===== src/rtl/wb_arb2.sv =====
// Two-master Wishbone arbiter with round-robin grant and a per-transfer
// acknowledge timeout that aborts a stalled owner with a one-cycle error pulse.
module wb_arb2 #(
   parameter int unsigned TIMEOUT = 16
) (
   input  logic        clk_i,
   input  logic        rst_n_i,
   // master 0
   input  logic        m0_cyc_i,
   input  logic        m0_stb_i,
   input  logic        m0_we_i,
   input  logic [31:0] m0_adr_i,
   input  logic [3:0]  m0_sel_i,
   input  logic [31:0] m0_dat_i,
   output logic [31:0] m0_dat_o,
   output logic        m0_ack_o,
   output logic        m0_err_o,
   // master 1
   input  logic        m1_cyc_i,
   input  logic        m1_stb_i,
   input  logic        m1_we_i,
   input  logic [31:0] m1_adr_i,
   input  logic [3:0]  m1_sel_i,
   input  logic [31:0] m1_dat_i,
   output logic [31:0] m1_dat_o,
   output logic        m1_ack_o,
   output logic        m1_err_o,
   // shared slave
   output logic        s_cyc_o,
   output logic        s_stb_o,
   output logic        s_we_o,
   output logic [31:0] s_adr_o,
   output logic [3:0]  s_sel_o,
   output logic [31:0] s_dat_o,
   input  logic [31:0] s_dat_i,
   input  logic        s_ack_i,
   // grant
   output logic [1:0]  gnt_o
);

   localparam logic [1:0] ST_IDLE  = 2'd0;
   localparam logic [1:0] ST_BUSY  = 2'd1;
   localparam logic [1:0] ST_ABORT = 2'd2;

   localparam logic [7:0] WAIT_LAST = 8'(TIMEOUT - 1);

   logic [1:0]  r_state;
   logic        r_owner;
   logic        r_last_owner;
   logic [7:0]  r_wait_cnt;

   logic        w_busy;
   logic        w_granted;
   logic        w_own_cyc;
   logic        w_own_stb;
   logic        w_own_we;
   logic [31:0] w_own_adr;
   logic [3:0]  w_own_sel;
   logic [31:0] w_own_dat;
   logic        w_stalled;
   logic        w_timeout;
   logic        w_any_req;
   logic        w_pick_m1;

   assign w_busy    = (r_state == ST_BUSY);
   assign w_granted = (r_state == ST_BUSY) || (r_state == ST_ABORT);

   assign w_own_cyc = r_owner ? m1_cyc_i : m0_cyc_i;
   assign w_own_stb = r_owner ? m1_stb_i : m0_stb_i;
   assign w_own_we  = r_owner ? m1_we_i  : m0_we_i;
   assign w_own_adr = r_owner ? m1_adr_i : m0_adr_i;
   assign w_own_sel = r_owner ? m1_sel_i : m0_sel_i;
   assign w_own_dat = r_owner ? m1_dat_i : m0_dat_i;

   // An acknowledge in the threshold cycle completes the transfer, so ack wins.
   assign w_stalled = w_busy && w_own_stb && !s_ack_i;
   assign w_timeout = w_stalled && (r_wait_cnt == WAIT_LAST);

   // Round robin: on contention the master that did not own the bus last wins.
   assign w_any_req = m0_cyc_i || m1_cyc_i;
   assign w_pick_m1 = m1_cyc_i && (!m0_cyc_i || !r_last_owner);

   // NOTE: sequential state uses non-blocking assignments so every register
   // samples the pre-edge values; blocking here would create order-dependent races.
   always_ff @(posedge clk_i or negedge rst_n_i) begin
      if (!rst_n_i) begin
         r_state      <= ST_IDLE;
         r_owner      <= 1'b0;
         r_last_owner <= 1'b1;
      end else begin
         case (r_state)
            ST_IDLE: begin
               if (w_any_req) begin
                  r_owner <= w_pick_m1;
                  r_state <= ST_BUSY;
               end
            end
            ST_BUSY: begin
               if (!w_own_cyc) begin
                  r_state      <= ST_IDLE;
                  r_last_owner <= r_owner;
               end else if (w_timeout) begin
                  r_state <= ST_ABORT;
               end
            end
            ST_ABORT: begin
               if (!w_own_cyc) begin
                  r_state      <= ST_IDLE;
                  r_last_owner <= r_owner;
               end
            end
            default: r_state <= ST_IDLE;
         endcase
      end
   end

   // Counts consecutive strobed, unacknowledged BUSY cycles; anything else clears it.
   always_ff @(posedge clk_i or negedge rst_n_i) begin
      if (!rst_n_i) begin
         r_wait_cnt <= 8'd0;
      end else if (w_stalled) begin
         r_wait_cnt <= r_wait_cnt + 8'd1;
      end else begin
         r_wait_cnt <= 8'd0;
      end
   end

   // NOTE: every output gets a default before the case split, so no path
   // through this block leaves a value unassigned and no latch is inferred.
   always_comb begin
      gnt_o    = 2'b00;
      s_cyc_o  = 1'b0;
      s_stb_o  = 1'b0;
      s_we_o   = 1'b0;
      s_adr_o  = 32'd0;
      s_sel_o  = 4'd0;
      s_dat_o  = 32'd0;
      m0_ack_o = 1'b0;
      m0_err_o = 1'b0;
      m0_dat_o = 32'd0;
      m1_ack_o = 1'b0;
      m1_err_o = 1'b0;
      m1_dat_o = 32'd0;

      if (w_granted) begin
         gnt_o = r_owner ? 2'b10 : 2'b01;
      end

      if (w_busy) begin
         s_cyc_o = w_own_cyc;
         s_stb_o = w_own_stb;
         s_we_o  = w_own_we;
         s_adr_o = w_own_adr;
         s_sel_o = w_own_sel;
         s_dat_o = w_own_dat;
         if (r_owner) begin
            m1_ack_o = s_ack_i;
            m1_err_o = w_timeout;
            m1_dat_o = s_dat_i;
         end else begin
            m0_ack_o = s_ack_i;
            m0_err_o = w_timeout;
            m0_dat_o = s_dat_i;
         end
      end
   end

endmodule


===== config.mk =====
export PLATFORM = sky130hd
export DESIGN_NAME = wb_arb2
export DESIGN_NICKNAME = d
export VERILOG_FILES = /design/src/rtl/wb_arb2.sv
export SDC_FILE = /design/constraint.sdc
export NUM_CORES = 1
export LEC_CHECK = 0
export ABC_AREA = 1
export BUFFER_PORTS_ARGS = -buffer_cell sky130_fd_sc_hd__buf_2
export CAP_MARGIN = 20
export CORE_AREA = 4 4 122 124
export CTS_BUF_LIST = sky130_fd_sc_hd__clkbuf_8
export DETAILED_ROUTE_END_ITERATION = 7
export DIE_AREA = 0 0 126 128
export SYNTH_ARGS = -nofsm -noshare
export SYNTH_HDL_FRONTEND = slang
export SYNTH_SLANG_ARGS = --single-unit

===== constraint.sdc =====
create_clock -name clk_i -period 3.24 [get_ports clk_i]
set_clock_uncertainty 0.05 [all_clocks]
set_input_delay 0.162 -clock clk_i [delete_from_list [all_inputs] [get_ports clk_i]]
set_output_delay 0.162 -clock clk_i [all_outputs]
set_load 0.02 [all_outputs]

==> metrics.txt, run 1 <==
status=finished clean; Congestion Overflow GR=0; WL final=12.2 mm; fin. max-slew vios=0; Arrival @ worst endpoint=between 1.5 and 2 ns; input/output buffers=317; hold path startpoint=m1_cyc_i; final setup vio count=0; worst vdd ir=0.328 mV; total negative slack=0 ns; core area=0.0138 sq mm; R2R Path End=r_state[0]$_DFFE_PN0P_; top-count cell post-synth=nand2_1; pwr dens=798 mW/mm^2; EDFF count, synth=0; Setup Fix Bufs, Post-CTS=0; routability cong.=0.775; global-route wire length before repair=about 17 mm; Seq/Total Area, Yosys=14.5%; slack of the critical path=1.16 ns; Placed Instance Area=~0.0038 sq mm; Netlist cell types=25; area grow syn2layout=87.1%; total track usage=13.0%; clock sink count=12; r2r startpoint=r_owner$_DFFE_PN0P_; mapped cell area=around 0.0021 sq mm; Design Area, Final=0.00389 sq mm; CTS buffer count=3; Vias=3717; Tightest Hold Check Type=input pin to register; clock buffer depth=2; Antenna Cells=0; CP Data Required Time=around 3.0 ns; Worst-Skew Late Latency=0.24 ns; Synth Register Bits=12; Filler cells=1609; layout cells sized above 1=around 46%; post-route ant nets=0; Gate Count Post-Synth=427; DP HPWL=10.3 mm; fin crit period=2.08 ns; Mapped Nets=608; Min-Delay Endpoint=r_owner$_DFFE_PN0P_; Synth async-reset ratio=100%; DRT Pass-1 Iters=6; DRT iter0 DRCs=between 150 and 200; Slew @ Worst Pin=0.470 ns; CTS tree=built; crit path kind=register to primary output; FP Rows=43; Die Span Y=128 microns; Final Hold Fails=0; Vias/cell=roughly 4.1; die width=126 microns; hold-fix buffers at CTS=1; Rel. slew slack=68.6%; max_cap viols=0; Top Ports=around 320; r2r setup slk=1.59 ns; Leak=between 0.002 and 0.003 uW; share of the synthesized area in the top cell type=28.0%; DRC viols=0; top post-synthesis cells by area=nand2_1 (28%), a21oi_1 (17%), nor2_1 (14%); CTS resizes=0; pre-CTS setup slack=1.40 ns; Synth top cells by count=nand2_1 (155), nor2_1 (80), a21oi_1 (70); startpoint types=register; die area=0.0161 sq mm; period utilisation layout=between 60% and 70%; Peak Freq=480 MHz; r2r worst-path depth=7; post-layout util=28.2%; CTS Root Cell=clkbuf_8; hold path cells=3; htree depth=1; largest net degree at the start of global routing=between 50 and 60; synth warn=0; area leader, netlist=nand2_1; vias in the first global route=3295; Initial Util=about 15%; Final #Nets=908; RSZ-0062 raised after global routing=false; syn avg cell area=4.87 sq um; Crit. End Element=primary output; register area=between 300 and 400 sq um; Multi-input gate area=0.00147 sq mm; WL/cell=13.4 microns; clk slew on worst S/H paths=0.05 ns; CP max FO=46; initial antenna violation count=0; dominant synthesized flop cell=dfrtp_1
-- metrics by stage --
stage	cells	power, uW	hold slack, ns
2_1_floorplan	427	2010	-0.184
3_3_place_gp	900	2980	0.00393
3_5_place_dp	901	3000	0.00187
4_1_cts	906	3150	0.171
5_1_grt	906	3360	0.209
6_report	906	3100	0.178
-- how the worst max path moves through the flow --
stage          cells past startpoint              startpoint           to
4_1_cts                            6  r_state[1]$_DFFE_PN0P_  s_dat_o[16]
3_5_place_dp                       6  r_state[1]$_DFFE_PN0P_  s_dat_o[16]
2_1_floorplan                      7  r_state[1]$_DFFE_PN0P_  s_adr_o[21]
6_report                           6  r_state[1]$_DFFE_PN0P_   s_dat_o[5]
5_1_grt                            6  r_state[1]$_DFFE_PN0P_  s_dat_o[16]
3_3_place_gp                       4  r_state[0]$_DFFE_PN0P_  s_adr_o[25]
-- cell families (layout without fill, tap and decap cells) --
group                    count (synthesis)  after routing  share of synthesized area [%]
AND/OR/NAND/NOR                        255            255                           48.3
AO/OA/AOI/OAI                           77             77                           19.0
buffers and inverters                   77            376                           14.9
flip-flops                              12             12                           14.5
adder cells (fa/ha/maj)                  4              4                           2.41
XOR/XNOR                                 2              2                          0.843
-- metal layers --
metal | vias to the layer above | wire, microns | global-route usage [%]
met3 | 12 | 1230 | 3.21
met2 | 218 | 5880 | 22.8
met5 | - | 0 | 0
met4 | 0 | 222 | 3.72
met1 | 1586 | 4820 | 15.7
li1 | 1901 | - | -
-- registers in the layout (all words and copies together) (netlist names) --
name          count
r_wait_cnt        8
r_state           2
r_owner           1
r_last_owner      1
-- worst max-delay path, stage by stage (launching register included) --
cell	delay [ns]
dfrtp_1	0.37
inv_1	0.09
ha_1	0.28
inv_2	0.24
buf_12	0.25
a21oi_1	0.17
buf_2	0.20
-- power by group --
part / switching (uW) / internal (uW) / total (uW)
logic: 1950 / 823 / 2770
clock network: 54.6 / 83.4 / 138
registers: 15.6 / 178 / 194
-- cell usage in the layout, fill, tap and decap left out, drive strengths merged --
cell / synthesis / final
clkbuf: 15 / 3
o31ai: 1 / 1
a21oi: 70 / 70
o21ai: 3 / 3
dfrtp: 11 / 11
a21boi: 2 / 2
o21a: 1 / 1
nor2: 81 / 81
nand2: 157 / 157
buf: 14 / 323
ha: 4 / 4
inv: 48 / 49
nand3: 11 / 11
nor4: 1 / 1
nor3b: 3 / 3
dlygate4sd3: 0 / 1
xor2: 2 / 2
nor3: 2 / 2
dfstp: 1 / 1
-- final cells by class --
class                      instances  share of cell area (%)
timing repair buffer             324                    42.9
multi-input combinational        338                    37.8
sequential                        12                    7.79
tap                              180                    5.79
inverter                          48                    4.63
clock buffer                       3                    1.06
clock inverter                     1                  0.0966
Note: power is estimated with default switching activity, not from simulation.
==> run 2, diff against run 1 <==
CORE_AREA = 4 4 121 123   (was 4 4 122 124)
DIE_AREA = 0 0 125 127   (was 0 0 126 128)
clock period = 2.1 ns   (was 3.24 ns; I/O delays follow)
==> run 2 against run 1 <==
Against the previous run: flip-flop and latch count unchanged; register-to-register slack got worse by 1.1 ns; combinational power increased by 55%; clock power increased by 52%; cell count increased by 0.33%; power increased by 56%; critical path type unchanged; largest cell class unchanged.
==> metrics.txt, run 2 (synthesized netlist as in run 1, its figures left out) <==
Tightest Hold Check Type=input pin to register; CP max stage cell=dfrtp_1; post-route ant nets=0; Peak Freq=around 500 MHz; die area=0.0159 sq mm; DP HPWL=11.0 mm; total negative slack=0 ns; Filler cells=1627; startpoint types=register; RSZ-0062 raised after global routing=false; CTS tree=built; layout cells sized above 1=46.2%; final std cells w/o fill=909; Die Span Y=127 microns; hold path startpoint=m1_cyc_i; Rel. slew slack=76.5%; routability cong.=~0.90; Crit. End Element=primary output; clock sink count=12; Leak=0.00256 uW; Setup Fix Bufs, Post-CTS=0; CP max stage delay=0.40 ns; fin. max-slew vios=0; Top reg by flops=r_wait_cnt; Initial Util=about 15%; Top Ports=between 300 and 400; commonest non-fill, non-tap cell in the layout=buf_2; fin crit period=1.95 ns; Final #Nets=909; Min Hold Slack=0.126 ns; worst vdd ir=0.458 mV; placed instance count=902; Critical Path Source=r_state[0]$_DFFE_PN0P_; total track usage=14.2%; htree depth=1; crit-path cells=ha_2 > inv_2 > buf_4 > a21oi_1 > buf_2; pwr dens=1230 mW/mm^2; r2r startpoint=r_state[1]$_DFFE_PN0P_; Congestion Overflow GR=0; status=finished clean; area grow syn2layout=88.4%; Final Hold Fails=0; core area=0.0137 sq mm; die width=~130 microns; CP Data Required Time=1.95 ns; WL/cell=around 14 microns; DRT Pass-1 Iters=5; crit path kind=register to primary output; Slew @ Worst Pin=about 0.35 ns; CTS Root Cell=clkbuf_8; commonest cells after routing, fill and taps aside=buf_2 (317), nand2_1 (155), nor2_1 (80); FP Rows=43; initial antenna violation count=3; Worst-Skew Late Latency=0.24 ns; global-route wire length before repair=18.6 mm; vias in the first global route=roughly 3600; final setup vio count=0; CTS buffer count=3; clock buffer depth=2; Vias/cell=4.21; DRT iter0 DRCs=roughly 180; DRC viols=0; period utilisation layout=92.8%; WL final=12.7 mm; clk slew on worst S/H paths=0.05 ns; max reg flops=8; Multi-input gate area=~0.0015 sq mm; post-layout util=28.6%; largest net degree at the start of global routing=70; Arrival @ worst endpoint=1.79 ns; Vias=about 3800; input/output buffers=317; largest registers=r_wait_cnt (8), r_state (2); max_cap viols=0; register area=303 sq um; CP max FO=33
-- run 2: power breakdown --
| part | leakage [uW] | internal, uW | switching, uW |
|---|---|---|---|
| combinational | 0.00238 | 1310 | 2990 |
| sequential | 0.000159 | 275 | 46.6 |
| clock | 0.0000269 | 129 | 81.4 |
| total | 0.00256 | 1710 | 3120 |
-- run 2: cell type report --
type | instances | area share [%]
timing repair buffer | 325 | 43.1
multi-input combinational | 338 | 37.6
sequential | 12 | 7.73
tap | 180 | 5.75
inverter | 48 | 4.60
clock buffer | 3 | 1.05
antenna | 2 | 0.128
clock inverter | 1 | 0.0959
-- run 2: critical path, delay by kind of cell (launching register included) --
kind	cells	cell delay, ns
adder cells (fa/ha/maj)	1	0.24
flip-flops	1	0.40
AO/OA/AOI/OAI	1	0.09
buffers and inverters	3	0.81
-- run 2: per-stage QoR --
stage	setup slack, ns	total power (uW)	area, sq um
floorplan	0.496	3100	2080
global placement	0.355	4690	3850
detailed placement	0.323	4670	3850
CTS	0.0467	4910	3910
global route	0.0220	5230	3910
finish	0.151	4830	3920
-- run 2: timing repair --
action,CTS,global route
hold buffers,1,0
resized for setup,0,1
endpoints found under the setup margin,0,37
hold endpoints to repair,12,0
-- run 2: worst paths after layout --
| check | endpoint | slack [ns] | cells past startpoint |
|---|---|---|---|
| setup / recovery | s_dat_o[7] | 0.15 | 5 |
| hold / removal | r_owner$_DFFE_PN0P_ | 0.13 | 3 |
| setup reg to reg | r_state[0]$_DFFE_PN0P_ | 0.53 | 8 |
| hold reg to reg | r_wait_cnt[0]$_DFF_PN0_ | 0.41 | 1 |
| max in group asynchronous | r_last_owner$_DFFE_PN1P_ | 1.50 | 2 |
| min in group asynchronous | r_wait_cnt[6]$_DFF_PN0_ | 0.23 | 2 |
-- run 2: routing by layer --
metal / GRT usage (%) / share of wire, % / up-vias
met2: 25.2 / 49 / 245
met5: 0 / 0.16 / -
met4: 3.70 / 1.5 / 4
li1: - / - / 1909
met3: 3.76 / 11 / 16
met1: 17.1 / 39 / 1656
